`config.mk`:
```
export PLATFORM = sky130hd
export DESIGN_NAME = projectile_pool_flat
export DESIGN_NICKNAME = d
export VERILOG_FILES = /design/src/rtl/projectile_pool_if.sv /design/src/rtl/projectile_pool.sv /design/src/flat_wrapper.sv
export SDC_FILE = /design/constraint.sdc
export NUM_CORES = 1
export LEC_CHECK = 0
export CAP_MARGIN = 20
export CORE_MARGIN = 3
export CORE_UTILIZATION = 60
export CTS_CLUSTER_SIZE = 12
export DETAILED_ROUTE_END_ITERATION = 6
export PLACE_DENSITY = 0.89
export SKIP_LAST_GASP = 1
export SLEW_MARGIN = 20
export SYNTH_ARGS = -nofsm -noshare
export SYNTH_HDL_FRONTEND = slang
export SYNTH_SLANG_ARGS = --single-unit
```
`constraint.sdc`:
```
create_clock -name frame_clk -period 11 [get_ports frame_clk]
set_clock_uncertainty 0.2 [all_clocks]
set_input_delay 2.2 -clock frame_clk [delete_from_list [all_inputs] [get_ports frame_clk]]
set_output_delay 2.2 -clock frame_clk [all_outputs]
set_load 0.005 [all_outputs]
```
`src/rtl/projectile_pool_if.sv`:
```
// Projectile pool bus: groups the game-control request side and the
// per-slot position/alive outputs consumed by hit-test and colour mapping.
//   master : game control / testbench (drives requests, reads slot state)
//   slave  : projectile_pool
// Signals:
//   clear        synchronous flush of all slots
//   fire         fire request level
//   dir          00 +x, 01 -x, 10 -y, 11 +x and -y
//   origin_x/y   spawn coordinates
//   scroll       world scrolled this frame
//   hit_mask     per-slot kill from hit-test
//   pos_x/pos_y  flattened slot positions, slot i at [i*W +: W]
//   alive        slot valid mask
//   active_count popcount of alive
//   fire_ack     one-frame pulse: projectile spawned this frame
interface projectile_pool_if #(
   parameter int unsigned N_SLOTS = 5,
   parameter int unsigned X_W     = 10,
   parameter int unsigned Y_W     = 10
);

   logic                   clear;
   logic                   fire;
   logic [1:0]             dir;
   logic [X_W-1:0]         origin_x;
   logic [Y_W-1:0]         origin_y;
   logic                   scroll;
   logic [N_SLOTS-1:0]     hit_mask;
   logic [N_SLOTS*X_W-1:0] pos_x;
   logic [N_SLOTS*Y_W-1:0] pos_y;
   logic [N_SLOTS-1:0]     alive;
   logic [4:0]             active_count;
   logic                   fire_ack;

   modport master (
      output clear, fire, dir, origin_x, origin_y, scroll, hit_mask,
      input  pos_x, pos_y, alive, active_count, fire_ack
   );

   modport slave (
      input  clear, fire, dir, origin_x, origin_y, scroll, hit_mask,
      output pos_x, pos_y, alive, active_count, fire_ack
   );

endinterface

```
`src/rtl/projectile_pool.sv`:
```
// N-slot projectile manager. Once per frame it spawns a projectile into the
// lowest free slot on an accepted fire request, moves every live projectile
// by SPEED along its latched direction, applies world scroll, and retires
// projectiles that leave the screen or are hit.
// Ports:
//   frame_clk  frame clock (vertical sync), all state on rising edge
//   Reset_n    asynchronous active-low reset
//   bus        projectile_pool_if.slave (requests in, slot state out)
module projectile_pool #(
   parameter int unsigned N_SLOTS     = 5,
   parameter int unsigned X_W         = 10,
   parameter int unsigned Y_W         = 10,
   parameter int unsigned SPEED       = 8,
   parameter int unsigned COOLDOWN    = 6,
   parameter int unsigned SCROLL_STEP = 4,
   parameter int unsigned SCREEN_W    = 640,
   parameter int unsigned AUTO_FIRE   = 0
) (
   input  logic              frame_clk,
   input  logic              Reset_n,
   projectile_pool_if.slave  bus
);

   localparam int unsigned CD_W  = (COOLDOWN > 0) ? $clog2(COOLDOWN + 1) : 1;
   localparam int unsigned IDX_W = (N_SLOTS > 1) ? $clog2(N_SLOTS) : 1;
   localparam int unsigned CNT_W = 5;
   // Two extra bits: one for sign, one of headroom so a spawn near the top
   // of the coordinate range cannot wrap when it moves forward.
   localparam int unsigned SX_W  = X_W + 2;
   localparam int unsigned SY_W  = Y_W + 2;

   localparam logic signed [SX_W-1:0] SPEED_X  = SX_W'(SPEED);
   localparam logic signed [SY_W-1:0] SPEED_Y  = SY_W'(SPEED);
   localparam logic signed [SX_W-1:0] SCROLL_X = SX_W'(SCROLL_STEP);
   localparam logic signed [SX_W-1:0] SCREEN_X = SX_W'(SCREEN_W);
   localparam logic [CD_W-1:0]        CD_LOAD  = CD_W'(COOLDOWN);

   // Registered state
   logic [N_SLOTS-1:0] alive_q;
   logic [X_W-1:0]     x_q   [N_SLOTS];
   logic [Y_W-1:0]     y_q   [N_SLOTS];
   logic [1:0]         dir_q [N_SLOTS];
   logic [CD_W-1:0]    cd_q;
   logic               fire_prev_q;
   logic               fire_ack_q;
   logic [CNT_W-1:0]   count_q;

   // Next-state values
   logic [N_SLOTS-1:0] alive_d;
   logic [X_W-1:0]     x_d   [N_SLOTS];
   logic [Y_W-1:0]     y_d   [N_SLOTS];
   logic [1:0]         dir_d [N_SLOTS];
   logic [CD_W-1:0]    cd_d;
   logic               fire_ack_d;
   logic [CNT_W-1:0]   count_d;

   // Per-frame decisions
   logic               fire_req;
   logic               free_found;
   logic [IDX_W-1:0]   free_idx;
   logic               accept;
   logic signed [SX_W-1:0] nx [N_SLOTS];
   logic signed [SY_W-1:0] ny [N_SLOTS];
   logic [N_SLOTS-1:0] retire;

   // Edge-detected request in single-shot mode, level in auto-fire mode
   always_comb begin
      fire_req = (AUTO_FIRE != 0) ? bus.fire : (bus.fire & ~fire_prev_q);
   end

   // Lowest-index free slot, judged on the alive mask before this frame's update
   always_comb begin
      free_found = 1'b0;
      free_idx   = '0;
      for (int i = N_SLOTS - 1; i >= 0; i--) begin
         if (!alive_q[i]) begin
            free_found = 1'b1;
            free_idx   = IDX_W'(i);
         end
      end
   end

   // Candidate motion for every slot in widened signed arithmetic
   always_comb begin
      for (int i = 0; i < N_SLOTS; i++) begin
         nx[i] = $signed({2'b00, x_q[i]});
         ny[i] = $signed({2'b00, y_q[i]});
         case (dir_q[i])
            2'b00: nx[i] = nx[i] + SPEED_X;
            2'b01: nx[i] = nx[i] - SPEED_X;
            2'b10: ny[i] = ny[i] - SPEED_Y;
            2'b11: begin
               nx[i] = nx[i] + SPEED_X;
               ny[i] = ny[i] - SPEED_Y;
            end
         endcase
         if (bus.scroll) begin
            nx[i] = nx[i] - SCROLL_X;
         end
         retire[i] = nx[i][SX_W-1] || (nx[i] >= SCREEN_X) || ny[i][SY_W-1];
      end
   end

   // Frame update: kill/move existing slots, then spawn, then clear override
   always_comb begin
      alive_d    = alive_q;
      x_d        = x_q;
      y_d        = y_q;
      dir_d      = dir_q;
      cd_d       = cd_q;
      fire_ack_d = 1'b0;
      count_d    = '0;

      accept = fire_req & (cd_q == '0) & free_found;

      // Hit or retire both kill; a killed slot keeps its last position
      for (int i = 0; i < N_SLOTS; i++) begin
         if (alive_q[i]) begin
            if (bus.hit_mask[i] || retire[i]) begin
               alive_d[i] = 1'b0;
            end else begin
               x_d[i] = nx[i][X_W-1:0];
               y_d[i] = ny[i][Y_W-1:0];
            end
         end
      end

      // Free slot was dead before the update, so the loop above never touched it
      if (accept) begin
         alive_d[free_idx] = 1'b1;
         x_d[free_idx]     = bus.origin_x;
         y_d[free_idx]     = bus.origin_y;
         dir_d[free_idx]   = bus.dir;
         cd_d              = CD_LOAD;
         fire_ack_d        = 1'b1;
      end else if (cd_q != '0) begin
         cd_d = cd_q - CD_W'(1);
      end

      if (bus.clear) begin
         alive_d    = '0;
         cd_d       = '0;
         fire_ack_d = 1'b0;
         for (int i = 0; i < N_SLOTS; i++) begin
            x_d[i]   = '0;
            y_d[i]   = '0;
            dir_d[i] = '0;
         end
      end

      for (int i = 0; i < N_SLOTS; i++) begin
         count_d = count_d + CNT_W'(alive_d[i]);
      end
   end

   // State registers
   always_ff @(posedge frame_clk or negedge Reset_n) begin
      if (!Reset_n) begin
         alive_q     <= '0;
         cd_q        <= '0;
         fire_prev_q <= 1'b0;
         fire_ack_q  <= 1'b0;
         count_q     <= '0;
         for (int i = 0; i < N_SLOTS; i++) begin
            x_q[i]   <= '0;
            y_q[i]   <= '0;
            dir_q[i] <= '0;
         end
      end else begin
         alive_q     <= alive_d;
         cd_q        <= cd_d;
         fire_prev_q <= bus.fire;
         fire_ack_q  <= fire_ack_d;
         count_q     <= count_d;
         for (int i = 0; i < N_SLOTS; i++) begin
            x_q[i]   <= x_d[i];
            y_q[i]   <= y_d[i];
            dir_q[i] <= dir_d[i];
         end
      end
   end

   // Flatten slot registers onto the output buses
   logic [N_SLOTS*X_W-1:0] pos_x_flat;
   logic [N_SLOTS*Y_W-1:0] pos_y_flat;

   always_comb begin
      pos_x_flat = '0;
      pos_y_flat = '0;
      for (int i = 0; i < N_SLOTS; i++) begin
         pos_x_flat[i*X_W +: X_W] = x_q[i];
         pos_y_flat[i*Y_W +: Y_W] = y_q[i];
      end
   end

   assign bus.pos_x        = pos_x_flat;
   assign bus.pos_y        = pos_y_flat;
   assign bus.alive        = alive_q;
   assign bus.active_count = count_q;
   assign bus.fire_ack     = fire_ack_q;

endmodule

```
`src/flat_wrapper.sv`:
```
// flat-port wrapper written by rule: the top's interface ports become plain ports
module projectile_pool_flat 
#(
   parameter int unsigned N_SLOTS     = 5,
   parameter int unsigned X_W         = 10,
   parameter int unsigned Y_W         = 10,
   parameter int unsigned SPEED       = 8,
   parameter int unsigned COOLDOWN    = 6,
   parameter int unsigned SCROLL_STEP = 4,
   parameter int unsigned SCREEN_W    = 640,
   parameter int unsigned AUTO_FIRE   = 0
)
  (frame_clk, Reset_n, bus_clear, bus_fire, bus_dir, bus_origin_x, bus_origin_y, bus_scroll, bus_hit_mask, bus_pos_x, bus_pos_y, bus_alive, bus_active_count, bus_fire_ack);
  projectile_pool_if #(.N_SLOTS(N_SLOTS), .X_W(X_W), .Y_W(Y_W)) bus_i ();
  input  logic frame_clk;
  input  logic Reset_n;
  input wire logic [$bits(bus_i.clear)-1:0] bus_clear;
  input wire logic [$bits(bus_i.fire)-1:0] bus_fire;
  input wire logic [$bits(bus_i.dir)-1:0] bus_dir;
  input wire logic [$bits(bus_i.origin_x)-1:0] bus_origin_x;
  input wire logic [$bits(bus_i.origin_y)-1:0] bus_origin_y;
  input wire logic [$bits(bus_i.scroll)-1:0] bus_scroll;
  input wire logic [$bits(bus_i.hit_mask)-1:0] bus_hit_mask;
  output wire logic [$bits(bus_i.pos_x)-1:0] bus_pos_x;
  output wire logic [$bits(bus_i.pos_y)-1:0] bus_pos_y;
  output wire logic [$bits(bus_i.alive)-1:0] bus_alive;
  output wire logic [$bits(bus_i.active_count)-1:0] bus_active_count;
  output wire logic [$bits(bus_i.fire_ack)-1:0] bus_fire_ack;
  assign bus_i.clear = bus_clear;
  assign bus_i.fire = bus_fire;
  assign bus_i.dir = bus_dir;
  assign bus_i.origin_x = bus_origin_x;
  assign bus_i.origin_y = bus_origin_y;
  assign bus_i.scroll = bus_scroll;
  assign bus_i.hit_mask = bus_hit_mask;
  assign bus_pos_x = bus_i.pos_x;
  assign bus_pos_y = bus_i.pos_y;
  assign bus_alive = bus_i.alive;
  assign bus_active_count = bus_i.active_count;
  assign bus_fire_ack = bus_i.fire_ack;
  projectile_pool #(.N_SLOTS(N_SLOTS), .X_W(X_W), .Y_W(Y_W), .SPEED(SPEED), .COOLDOWN(COOLDOWN), .SCROLL_STEP(SCROLL_STEP), .SCREEN_W(SCREEN_W), .AUTO_FIRE(AUTO_FIRE)) u_core (.frame_clk(frame_clk), .Reset_n(Reset_n), .bus(bus_i));
endmodule
```
# Word-level counts from Yosys, hierarchy flattened

Index checks and enable logic that the tools add are counted.

Bits of input ports: 32
Register bits after elaboration: 125

Order comparisons: 9
Bitwise gates (word level): 6
Add/sub/neg operators: 25
Equality and inequality tests: 15
Multiplexer cells: 77
Reduce and logical (&&, ||, !) cells: 36

Operator list:

| operator                | count |
|---|---|
| $mux W10                | 23 |
| $mux W50                | 4 |
| $mux W12                | 10 |
| $pmux W12 S2            | 5 |
| $sub A10 B4 Y11 const B | 10 |
| $bwmux W50              | 2 |
| $ge A12 B11 Y1 const B  | 5 |
| $sub A12 B4 Y12 const B | 5 |
| $add A10 B4 Y11 const B | 5 |
| $demux W10 S3           | 1 |
| $mux W3                 | 8 |
| $eq A2 B2 Y1 const B    | 10 |
| $reduce_or A2 Y1        | 10 |
| $mux W1                 | 18 |
| $add A5 B1 Y5           | 3 |
| $logic_or A1 B1 Y1      | 15 |
| $bwmux W10              | 1 |
| $eq A2 B1 Y1 const B    | 5 |
| $logic_not A2 Y1        | 5 |
| $mux W5                 | 2 |
| $demux W2 S3            | 1 |
| $reduce_bool A3 Y1      | 2 |
| $or A5 B5 Y5            | 1 |
| $ge A4 B4 Y1 const B    | 1 |
| 13 further kinds        | 16 |

# Logic depth before layout (Yosys ltp)

Depth in word-level cells: 18
Depth in mapped cells: 19
Mapped depth without buffers: 17

# Worst setup path before layout

No wires, ideal clock.

Path kind: input-to-reg
Start point: input port bus_scroll
End point: register u_core.count_q[1], in the netlist u_core.bus.active_count[1]
Setup time: 0.136 ns
Data arrival time: 5.352 ns
Required time: 10.664 ns
Setup slack: 5.312 ns
Buffers on the path: 2
Cell stages on the path: 13
Path through: clkbuf_1 -> o2111ai_1 -> a211oi_1 -> a211oi_1 -> o211a_1 -> a211oi_4 -> clkbuf_1 -> nor2_1 -> nor2_1 -> ha_1 -> fa_1 -> ha_1 -> fa_1

Word-level cells in the longest chain between the ends: 14
Elaborated cells on any way between the ends: 42
Those cells by class: add/sub: 4; order compare: 5; mux: 17; bitwise: 1; reduce/logical: 15

Ends and longest elaborated chain:

| item                              | RTL line               | RTL |
|---|---|---|
| start, declared                   | flat_wrapper.sv:22     | `input wire logic [$bits(bus_i.scroll)-1:0] bus_scroll;` |
| $mux W12 *                        | projectile_pool.sv:97  | `if (bus.scroll) begin` |
| $ge A12 B11 Y1                    | projectile_pool.sv:100 | `retire[i] = nx[i][SX_W-1] \|\| (nx[i] >= SCREEN_X) \|\| ny[i][SY_W-1];` |
| $logic_or A1 B1 Y1 * (2 in a row) | projectile_pool.sv:100 |  |
| $logic_or A1 B1 Y1 *              | projectile_pool.sv:119 | `if (bus.hit_mask[i] \|\| retire[i]) begin` |
| $mux W1 *                         | projectile_pool.sv:119 |  |
| $mux W1 *                         | projectile_pool.sv:118 | `if (alive_q[i]) begin` |
| $or A5 B5 Y5 (no line)            | n/a                    |  |
| $mux W5 *                         | projectile_pool.sv:129 | `if (accept) begin` |
| $mux W5 *                         | projectile_pool.sv:140 | `if (bus.clear) begin` |
| net u_core.alive_d[0]             | projectile_pool.sv:49  | `logic [N_SLOTS-1:0] alive_d;` |
| $add A1 B1 Y2 *                   | projectile_pool.sv:152 | `count_d = count_d + CNT_W'(alive_d[i]);` |
| $add A5 B1 Y5 * (3 in a row)      | projectile_pool.sv:152 |  |
| net u_core.count_d[1]             | projectile_pool.sv:55  | `logic [CNT_W-1:0] count_d;` |
| end signal, assigned              | projectile_pool.sv:174 | `count_q <= count_d;` |
| end, declared                     | projectile_pool.sv:46  | `logic [CNT_W-1:0] count_q;` |

Mark *: on every way through the listed nets, which the timed path passes. The rest lies on a longest branch.
A chain may end at the register's enable or synchronous reset.

# Worst setup path in the final report

Ends and elaborated chain as after synthesis.

==> results.ini <==
[detailed_routing]
dr.pass1.iters = 5
drt-total-wl_mm = 28.89
drtAntennaViolNets = 0
num_vias = 9653
drcViolationCount = 0
post_drt_via_cell_ratio = 6.612
post_drt_wl_per_cell_um = 19.78
drtIter0Drc = 1017

[floorplan]
start_util = 0.6154
die_h_um = 130.9
dieArea_um2 = 17130
fp.dieW_um = 130.9
core_area_um2 = 15200
rows = 45
io_pins = 143

[yosys]
synth_warnings = 0
ys_dominant_reg_cell = dfrtp_1
yosysUniqueCellTypes = 85
synth_edf_count = 0
avgSynthCellArea_um2 = 8.010
synth-async-reset-ratio = 1.000
synth_area_um2 = 9355
syn_inst = 1168
ys_seq_area_frac = 0.3290
ys_ff_latch = 123

[clocking]
cts_buffer_depth = 2
path_clk_slew_ns = 0.06
cts_inserted_buffers = 17
cts_tree = yes
insertion_delay_ns = 0.42
cts_setup_buffers = 0
cts_root_buf = clkbuf_16
cts_resized = 0
clock_sinks = 123
htree_levels = 4
ctsHoldBuffers = 0

[power]
internal_power_mw = 0.9940
p_seq_frac = 0.364
p_sw_mw = 0.4194
pwr-share-comb = 0.222
power.total_mw = 1.413
p_clk_frac = 0.415
switching_share = 0.2968
irDropWorstVdd_mv = 0.1250
p_leak_nw = 4.445
p_per_area_nw_per_um2 = 124.3

[sta]
rsz0062_at_grt = false
worst_slew_pin_slew_ns = 1.068
post-route-period-util = 0.6111
timing.fmax_mhz = 148.8
final_max_slew_viol_count = 0
setup_viol = 0
finalCriticalPeriod_ns = 6.722
slew_headroom = 0.2829
finalHoldViolCount = 0
tns_ns = 0

[worst_setup_path]
rr_endpoint = u_core.bus.active_count[1]$_DFF_PN0_
critPathSlowestCell = clkdlybuf4s50_1
crit-reg2reg-launch = u_core.dir_q[4]$_DFFE_PN0P_
critPathMaxStageDelay_ns = 1.16
cp-end-kind = register
worstPathArrival_ns = 6.81
worstPathRequired_ns = 11.09
crit_fanout = 22
startpoint_type = primary input
ff2ff_setup_slack_ns = 5.95
worstPathCellList = clkdlybuf4s50_1 -> o2111ai_1 -> a211o_1 -> nor3_1 -> o211ai_1 -> a211oi_4 -> nor2_1 -> nor2_1 -> ha_1 -> fa_1 -> ha_1 -> fa_1
worstSetupPathType = in -> reg
reg2reg_depth = 15

[global_routing]
grt_usage = 0.3326
first_global_vias = 8851
grt_max_degree = 97
grt_pass1_wl_mm = 44.88
antenna_found_initial = 0
gr-total-overflow = 0

[cells_and_area]
drive_gt1_frac = 0.05582
num_antenna_cells = 0
nets = 1333
syn_to_final_growth_pct = 21.56
finish.utilization = 0.7481
layoutNonFillerInstCount = 1460

[hold_path]
hold_end = u_core.bus.pos_y[30]$_DFFE_PN0P_
min-delay-start = u_core.bus.pos_y[30]$_DFFE_PN0P_
hold_class = reg -> reg
whs_path_depth = 2

[place]
dp_cells = 1428
hpwlAfterDp_mm = 19.49
place_congestion = 0.9602
port_buffers = 140

[outcome]
status = complete, no violations

[run]
drv_cap = 0

power groups by stage:
stage	clock network, mW	logic, mW	registers [mW]
3_5_place_dp	0	0.298	0.518
5_1_grt	0.603	0.340	0.516
4_1_cts	0.585	0.303	0.512
3_3_place_gp	0	0.288	0.517
2_1_floorplan	0	0.198	0.505
6_report	0.586	0.314	0.514
flip-flops by register name (all words and copies together) (netlist names):
name and cells:
u_core.fire_prev_q 1, u_core.bus.active_count 3, u_core.bus.alive 5, u_core.bus.fire_ack 1, u_core.cd_q 3, u_core.bus.pos_y 50, u_core.bus.pos_x 50, u_core.dir_q 10
cell type report:
type / count / area (µm²)
multi-input combinational: 909 / 5763
timing repair buffer: 146 / 1459
sequential: 123 / 3078
inverter: 63 / 236.5
fill: 1080 / 3830
clock buffer: 23 / 457.9
clock inverter: 8 / 142.6
tap: 188 / 235.2
cell families (layout without fill, tap and decap cells):
kind of cell | count (synthesis) | in the layout | share of synthesized area
buf+inv | 137 | 240 | 0.05724
xor+xnor | 50 | 50 | 0.04681
flops | 123 | 123 | 0.3290
simple gates | 463 | 463 | 0.2449
compound gates | 327 | 327 | 0.2367
other cells | 1 | 2 | 0.0004008
fa+ha+maj | 41 | 41 | 0.05644
mux | 26 | 26 | 0.02849
layer usage:
| layer | GRT usage | wire [µm] | vias to the layer above | share of wire |
|---|---|---|---|---|
| met3 | 0.09106 | 3034 | 76 | 0.11 |
| met2 | 0.5164 | 13270 | 530 | 0.46 |
| met4 | 0.1319 | 921 | 0 | 0.032 |
| met5 | 0 | 0 | - | 0 |
| li1 | - | - | 4406 | - |
| met1 | 0.4440 | 11660 | 4641 | 0.40 |
metrics by stage:
| step | worst slack, ns | hold WS (ns) | cell area (µm²) |
|---|---|---|---|
| 6_report | 4.278 | 0.3206 | 11370 |
| 5_1_grt | 4.194 | 0.3537 | 11370 |
| 4_1_cts | 4.442 | 0.3215 | 11330 |
| 3_5_place_dp | 4.097 | 0.3145 | 10730 |
| 3_3_place_gp | 4.162 | 0.3044 | 10730 |
| 2_1_floorplan | 5.312 | 0.3177 | 9359 |
cell usage in the layout, fill, tap and decap left out, drive strengths merged, types with 8 or more instances in the layout:
cell           instances
ha                    39
a311oi                 8
nor3                  31
nand2                157
a21oi                 88
or4                   11
nand4                 11
and2                   8
xor2                  23
clkbuf                23
o22ai                 27
buf                    8
o21ai                 51
xnor2                 27
nor4                  13
or3                   17
mux2i                 21
o211ai                 8
and3                  13
o2111ai                8
a211oi                46
nand2b                17
nor2                 102
nor3b                  9
dfrtp                123
nor2b                 11
clkdlybuf4s50        138
inv                   62
a21o                   8
a22oi                  8
nand3                 31
worst max-delay path, delay by kind of cell:
| family | cells | cell delay (ns) |
|---|---|---|
| buffers and inverters | 1 | 1.16 |
| AND/OR/NAND/NOR | 3 | 0.49 |
| AO/OA/AOI/OAI | 4 | 1.56 |
| adder cells (fa/ha/maj) | 4 | 1.38 |
worst max-delay path by stage:
stage | startpoint | end | slack, ns | cells after the start
finish | bus_scroll | u_core.bus.active_count[1]$_DFF_PN0_ | 4.28 | 12
global route | bus_scroll | u_core.bus.active_count[1]$_DFF_PN0_ | 4.19 | 12
CTS | bus_scroll | u_core.bus.active_count[1]$_DFF_PN0_ | 4.44 | 12
detailed placement | bus_scroll | u_core.bus.active_count[1]$_DFF_PN0_ | 4.10 | 12
global placement | bus_scroll | u_core.bus.active_count[1]$_DFF_PN0_ | 4.16 | 12
floorplan | bus_scroll | u_core.bus.active_count[1]$_DFF_PN0_ | 5.31 | 13
Yosys cell counts (all sizes together) (17+ instances only):
| cell type | number | area, µm² |
|---|---|---|
| nand2 | 157 | 594.3 |
| dfrtp | 123 | 3078 |
| nor2 | 102 | 382.9 |
| a21oi | 88 | 444.2 |
| inv | 62 | 232.7 |
| clkbuf | 61 | 229.0 |
| o21ai | 51 | 255.2 |
| a211oi | 46 | 357.8 |
| ha | 39 | 488.0 |
| nand3 | 31 | 155.2 |
| nor3 | 31 | 160.1 |
| o22ai | 27 | 168.9 |
| xnor2 | 27 | 236.5 |
| xor2 | 23 | 201.4 |
| mux2i | 21 | 210.2 |
| nand2b | 17 | 106.4 |
| or3 | 17 | 106.4 |
Power figures use the tool's default switching activity.
